===== src/rtl/alu_issue_ctrl.sv =====
// alu_issue_ctrl: issues decoded RV32I ALU ops, waits for the ALU to settle,
// and returns the registered result, branch decision and illegal flag.
module alu_issue_ctrl #(
    parameter int EXEC_CYCLES = 1,
    parameter int CNT_W       = 4
) (
    input  logic        clk,
    input  logic        rst_n,
    input  logic        in_valid,
    output logic        in_ready,
    input  logic [31:0] instr,
    input  logic [31:0] pc,
    input  logic [31:0] rs1_data,
    input  logic [31:0] rs2_data,
    output logic [31:0] alu_a,
    output logic [31:0] alu_b,
    output logic [3:0]  aluop,
    input  logic [31:0] alu_result,
    input  logic        alu_zero,
    output logic        out_valid,
    input  logic        out_ready,
    output logic [31:0] out_result,
    output logic [4:0]  out_rd,
    output logic        out_branch,
    output logic        out_taken,
    output logic        out_illegal
);

    localparam logic [1:0] S_IDLE = 2'd0;
    localparam logic [1:0] S_EXEC = 2'd1;
    localparam logic [1:0] S_DONE = 2'd2;

    localparam logic [CNT_W-1:0] CNT_LAST = CNT_W'(EXEC_CYCLES - 1);

    localparam logic [3:0] OP_ADD  = 4'b0000;
    localparam logic [3:0] OP_SUB  = 4'b0001;
    localparam logic [3:0] OP_XOR  = 4'b0010;
    localparam logic [3:0] OP_OR   = 4'b0011;
    localparam logic [3:0] OP_AND  = 4'b0100;
    localparam logic [3:0] OP_SLL  = 4'b0101;
    localparam logic [3:0] OP_SRL  = 4'b0110;
    localparam logic [3:0] OP_SRA  = 4'b0111;
    localparam logic [3:0] OP_SLT  = 4'b1000;
    localparam logic [3:0] OP_SLTU = 4'b1001;

    logic [1:0]       state;
    logic [CNT_W-1:0] cnt;
    logic             br_zero;
    logic             br_inv;
    logic             accept;

    logic [3:0]  d_op;
    logic [31:0] d_a;
    logic [31:0] d_b;
    logic [4:0]  d_rd;
    logic        d_br;
    logic        d_ill;
    logic        d_zero;
    logic        d_inv;

    logic [6:0]  opc;
    logic [2:0]  f3;
    logic [6:0]  f7;

    assign opc = instr[6:0];
    assign f3  = instr[14:12];
    assign f7  = instr[31:25];

    function automatic logic [3:0] f3_op(input logic [2:0] f);
        case (f)
            3'b000:  f3_op = OP_ADD;
            3'b001:  f3_op = OP_SLL;
            3'b010:  f3_op = OP_SLT;
            3'b011:  f3_op = OP_SLTU;
            3'b100:  f3_op = OP_XOR;
            3'b101:  f3_op = OP_SRL;
            3'b110:  f3_op = OP_OR;
            default: f3_op = OP_AND;
        endcase
    endfunction

    // Decode the incoming instruction into ALU controls and branch info
    always_comb begin
        d_op   = OP_ADD;
        d_a    = 32'd0;
        d_b    = 32'd0;
        d_rd   = instr[11:7];
        d_br   = 1'b0;
        d_ill  = 1'b0;
        d_zero = 1'b0;
        d_inv  = 1'b0;
        case (opc)
            7'b0110011: begin
                d_a  = rs1_data;
                d_b  = rs2_data;
                d_op = f3_op(f3);
                if (f7 == 7'b0100000 && f3 == 3'b000) begin
                    d_op = OP_SUB;
                end else if (f7 == 7'b0100000 && f3 == 3'b101) begin
                    d_op = OP_SRA;
                end else if (f7 != 7'b0000000) begin
                    d_ill = 1'b1;
                end
            end
            7'b0010011: begin
                d_a  = rs1_data;
                d_b  = {{20{instr[31]}}, instr[31:20]};
                d_op = f3_op(f3);
                if (f3 == 3'b001 && f7 != 7'b0000000) begin
                    d_ill = 1'b1;
                end else if (f3 == 3'b101) begin
                    if (f7 == 7'b0100000) d_op = OP_SRA;
                    else if (f7 != 7'b0000000) d_ill = 1'b1;
                end
            end
            7'b0110111: begin
                d_b = {instr[31:12], 12'b0};
            end
            7'b0010111: begin
                d_a = pc;
                d_b = {instr[31:12], 12'b0};
            end
            7'b1100011: begin
                d_a   = rs1_data;
                d_b   = rs2_data;
                d_rd  = 5'd0;
                d_br  = 1'b1;
                d_inv = f3[0];
                case (f3[2:1])
                    2'b00: begin
                        d_op   = OP_SUB;
                        d_zero = 1'b1;
                    end
                    2'b10:   d_op = OP_SLT;
                    2'b11:   d_op = OP_SLTU;
                    default: d_ill = 1'b1;
                endcase
            end
            default: d_ill = 1'b1;
        endcase
        if (d_ill) d_br = 1'b0;
    end

    assign in_ready  = (state == S_IDLE) ||
                       (state == S_DONE && out_ready);
    assign out_valid = (state == S_DONE);
    assign accept    = in_valid && in_ready;

    // Issue, settle-count and result-capture state machine
    always_ff @(posedge clk or negedge rst_n) begin
        if (!rst_n) begin
            state       <= S_IDLE;
            cnt         <= '0;
            aluop       <= 4'd0;
            alu_a       <= 32'd0;
            alu_b       <= 32'd0;
            out_result  <= 32'd0;
            out_rd      <= 5'd0;
            out_branch  <= 1'b0;
            out_taken   <= 1'b0;
            out_illegal <= 1'b0;
            br_zero     <= 1'b0;
            br_inv      <= 1'b0;
        end else if (accept) begin
            aluop       <= d_op;
            alu_a       <= d_a;
            alu_b       <= d_b;
            out_rd      <= d_rd;
            out_branch  <= d_br;
            out_illegal <= d_ill;
            out_result  <= 32'd0;
            out_taken   <= 1'b0;
            br_zero     <= d_zero;
            br_inv      <= d_inv;
            cnt         <= '0;
            state       <= d_ill ? S_DONE : S_EXEC;
        end else begin
            case (state)
                S_EXEC: begin
                    if (cnt == CNT_LAST) begin
                        out_result <= alu_result;
                        out_taken  <= out_branch &&
                            ((br_zero ? alu_zero : alu_result[0]) ^ br_inv);
                        state      <= S_DONE;
                    end else begin
                        cnt <= cnt + 1'b1;
                    end
                end
                S_DONE: begin
                    if (out_ready) state <= S_IDLE;
                end
                S_IDLE: ;
                default: state <= S_IDLE;
            endcase
        end
    end

endmodule


===== config.mk =====
export PLATFORM = sky130hd
export DESIGN_NAME = alu_issue_ctrl
export DESIGN_NICKNAME = d
export VERILOG_FILES = /design/src/rtl/alu_issue_ctrl.sv
export SDC_FILE = /design/constraint.sdc
export NUM_CORES = 1
export LEC_CHECK = 0
export BUFFER_PORTS_ARGS = -buffer_cell sky130_fd_sc_hd__clkbuf_2
export CORE_UTILIZATION = 43
export CTS_BUF_LIST = sky130_fd_sc_hd__clkbuf_4
export DETAILED_ROUTE_END_ITERATION = 6
export GPL_TIMING_DRIVEN = 0
export PLACE_DENSITY = 0.9
export SLEW_MARGIN = 10
export SYNTH_ARGS = -nofsm -noshare
export SYNTH_HDL_FRONTEND = slang
export SYNTH_SLANG_ARGS = --single-unit

===== constraint.sdc =====
create_clock -name clk -period 1.55 [get_ports clk]
set_input_delay 0.0775 -clock clk [delete_from_list [all_inputs] [get_ports clk]]
set_output_delay 0.0775 -clock clk [all_outputs]
set_load 0.005 [all_outputs]

# Word level (Yosys, flattened, before mapping)
# Cells that the tools add are included.
# word_totals
register_bits,116
output_inout_bits,110
elab_cells,94
# op_classes
n_addsub,1
eq_ne,20
mux,39
bitwise,1
reduce_logical,21
# op_table
operator,count
$mux W32,3
$pmux W32 S3,1
$pmux W32 S2,1
$mux W4,8
$pmux W4 S7,1
$pmux W4 S3,2
$eq A7 B6 Y1 const B,3
$mux W1,16
$eq A7 B5 Y1 const B,2
$eq A3 B3 Y1 const B,3
$mux W2,4
$eq A7 B7 Y1 const B,1
$reduce_bool A7 Y1,1
$eq A2 B2 Y1 const B,3
$eq A3 B2 Y1 const B,2
$logic_and A1 B1 Y1,6
$pmux W2 S3,1
$reduce_or A3 Y1,2
$mux W5,1
$add A4 B1 Y4 const B,1
$logic_not A2 Y1,2
$logic_not A4 Y1,1
$ne A2 B2 Y1 const B,2
$pmux W1 S4,1
11 further kinds,14

# Logic depth before layout (Yosys ltp)
# logic_depth
depth_word,8
depth_mapped,8
ltp_nobuf,6

# Worst setup path after synthesis
# Ideal clock, no wire load.
# synth_path
path_kind,register to register
startpoint,register state[0]
endpoint,register alu_b[21]
setup_ns,0.066
t_arrival_ns,1.643
path_slack_ns,-0.160
path_stages_with_launch,7
n_path_buf,2
period_less_slack_ns,1.710
cell_sequence,dfrtp_1 -> nand2b_1 -> nor2_1 -> and3_1 -> buf_2 -> buf_1 -> a221o_1
# synth_between
elab_chain_cells,4
# synth_lines
item,line,text
start: declaration,46,logic [1:0] state;
start signal: assignment,176,state <= d_ill ? S_DONE : S_EXEC;
$eq A2 B2 Y1,145,(state == S_DONE && out_ready);
$logic_and A1 B1 Y1,145,
$logic_or A1 B1 Y1 *,144,assign in_ready = (state == S_IDLE) ||
$logic_and A1 B1 Y1 *,147,assign accept = in_valid && in_ready;
end signal: assignment,156,alu_b <= 32'd0;
end signal: assignment,167,alu_b <= d_b;
end: declaration,16,"output logic [31:0] alu_b,"
# Every way passes the cells marked *; elsewhere a longest branch is shown, timed or not.
# A chain may end at the register's enable or synchronous reset.

# Worst setup path in the final report
# layout_path
startpoint,register state[0]
endpoint,register alu_a[22]
# layout_between
elab_chain_cells,4
# layout_lines
item,line,text
$eq A2 B2 Y1,145,
$logic_and A1 B1 Y1,145,
$logic_or A1 B1 Y1 *,144,
$logic_and A1 B1 Y1 *,147,
end signal: assignment,155,alu_a <= 32'd0;
end signal: assignment,166,alu_a <= d_a;
end: declaration,15,"output logic [31:0] alu_a,"
# Marks and branches as above.

==> impl_metrics.ini <==
[clock_tree]
cts_tree = yes
clockBufferDepth = 2
clock-sinks = 116
h-tree-depth = 4
clkTransAtPathRegs_ns = 0.11
cts_buffers = 17
insertion_delay_ns = 0.54
root_buffer = clkbuf_4

[status]
status = finished, violations left
violations = setup timing

[timing]
hold_viol_final = 0
min_period_ns = 1.69
setup_slack_ns = -0.140
setup_viol = 103
worstMarginPinSlew_ns = 0.537
max_slew_margin_pct = 64.1
fin_worst_skew_ns = 0.0112
finalHoldWorstSlack_ns = 0.0481
rsz0062_at_grt = true
fmax_ghz = 0.592
min_period_over_period_pct = 109
slew_violations = 0

[placement]
io_buffers = 273
hpwl_um = 12600
gp_congestion = 0.842

[run]
maxCapViolCount = 0

[floorplanning]
num_rows = 40
start_util_pct = 44.3
design.core.area_mm2 = 0.0121
io_pins = 275
die_x_um = 114
die_h_um = 114
die-area_mm2 = 0.0129

[detailed_routing]
vias_per_cell = 5.53
finalWirelength_um = 23100
antenna_left = 0
via_count = 6484
drt_iter0_drc = 511
drcViolationCount = 0
first_pass_iters = 7
wl_per_cell_um = 19.7

[synth]
syn-mean-instance-area_um2 = 10.5
syn_nets = 684
async_flop_share_pct = 100
ys_ff_latch = 116
synth_edf_count = 0
yosys_warnings = 0
ys.flop_type = dfrtp_1
synth_cell_type_count = 48
syn_area_mm2 = 0.00537
seq_area_frac_synth_pct = 54.1
netlist_instances = 512

[final_layout]
final_nets = 1162
area_delta_synth_final_pct = 76.7
drive_gt1_share_pct = 39.4

[global_route]
grt_first_pass_wirelength_um = 34700
gr-usage-met3_pct = 9.99
met1_usage_pct = 40.7
antenna_found_initial = 0
grt_pass1_vias = 6666
grt_usage_pct = 35.5
grt_max_degree = 65
top_usage_layer = met2
use_met2_pct = 61.3
grt-ovfl-total = 0

[critical_path]
rrSetupSlack_ns = -0.14
required_ns = 1.98
endpoint_kind = register
crit_fanout = 9
cp-start-kind = register
worstSetupPathType = reg -> reg
worstPathArrival_ns = 2.12

[pwr]
switchingPower_mw = 1.73
seq_power_share_pct = 45.3
ir_drop_uv = 623
leakagePower_nw = 5.05
power_frac_comb_pct = 16.9
total_power_mw = 6.87
power_density_mw_per_mm2 = 725
p_int_mw = 5.14
clkPwrFrac_pct = 37.8
p_sw_share_pct = 25.1

[worst_hold_path]
hold_class = in -> async
==> Yosys cell counts, drive strengths merged, types with 4 or more instances <==
library cell  instances  area (um^2)
a21o                 32          240
a221o                19          190
a22o                 56          490
a22oi                12         90.1
and3                  5         31.3
buf                  22          125
clkbuf               20         75.1
dfrtp               116         2900
ha                    7         87.6
inv                  10         37.5
nand2                92          345
nand3                 5         25.0
nand4                 5         31.3
nor2                 12         45.0
nor2b                 4         25.0
nor3                  4         20.0
o21ai                49          245
==> worst paths after layout <==
check                          from   endpoint  cells after the start
max                        state[0]  alu_a[22]                      6
min                           rst_n  alu_b[24]                      2
min reg2reg                aluop[1]   aluop[1]                      2
max reg2reg                state[0]  alu_a[22]                      6
max in group asynchronous     rst_n     br_inv                      3
min in group clk           instr[2]   alu_b[1]                      4
==> cell usage in the layout, fill, tap and decap left out, drive strengths merged, types with 5 or more instances in the layout <==
cell / count
nand3: 5
a21o: 32
a221o: 19
bufinv: 5
and3: 5
a22oi: 12
nor2: 12
dfrtp: 116
a22o: 56
nand2: 92
nand4: 5
clkbuf: 306
inv: 10
o21ai: 49
clkinv: 8
ha: 7
buf: 54
dlygate4sd3: 159
==> state kept, by name, summed over array words and instances (netlist names), 2 cells and up <==
name,flops
alu_b,32
cnt,4
state,2
out_result,32
out_rd,5
aluop,4
alu_a,32
==> metrics by stage <==
stage                     area [um^2]  instances  setup WS [ns]  TNS [ns]  utilization, %
after global routing             9480       1170         -0.182    -11.84            78.2
after detailed placement         7030        954         -0.506    -38.57            58.0
final                            9480       1173         -0.140     -6.61            78.3
after CTS                        9290       1159        -0.0976     -2.95            76.7
after floorplan                  5420        512        0.00626         0               -
after global placement           6990        953          -1.29   -186.68            57.7
==> critical path, stage by stage (launching register included) <==
cell and delay, ns:
dfrtp_1 0.43, nand2b_4 0.18, or2_4 0.28, buf_12 0.16, clkbuf_16 0.15, a22o_1 0.23, a21o_1 0.15
==> cells by family (layout without fill, tap and decap cells) <==
logic type,Yosys count,in the layout,share of synthesized area [%]
compound gates,185,185,26.1
xor+xnor,5,5,0.816
fa+ha+maj,7,7,1.63
buf+inv,52,542,4.43
flops,116,116,54.1
mux,2,2,0.373
other cells,0,3,0
simple gates,145,145,12.6
==> routing by layer <==
metal	vias to the layer above	wire length, um
met4	0	920
met2	439	11600
met5	-	0
li1	2841	-
met3	96	1830
met1	3108	8700
==> cell type report <==
class | instances | area, um^2
multi-input combinational | 344 | 2350
timing repair buffer | 464 | 3310
buffer | 37 | 345
clock inverter | 13 | 189
clock buffer | 18 | 135
tap | 168 | 210
fill | 756 | 2630
inverter | 10 | 37.5
sequential | 116 | 2900
antenna | 3 | 7.51
==> power by group through the flow <==
stage	logic, mW	clock network [mW]	registers [mW]
floorplan	0.240	0	3.17
global placement	0.670	0	3.17
detailed placement	0.693	0	3.17
CTS	1.07	2.61	3.11
global route	1.23	2.75	3.12
finish	1.16	2.60	3.11
==> what timing repair did <==
item / 4_1_cts / 5_1_grt
pin swaps: 10 / 12
buffers inserted: 12 / 11
resized for setup: 97 / 31
gates cloned: 6 / 2
endpoints found under the setup margin: 111 / 111
hold buffers: 159 / 0
endpoints found under the hold margin: 224 / 0
Note: power is estimated with default switching activity, not from simulation.
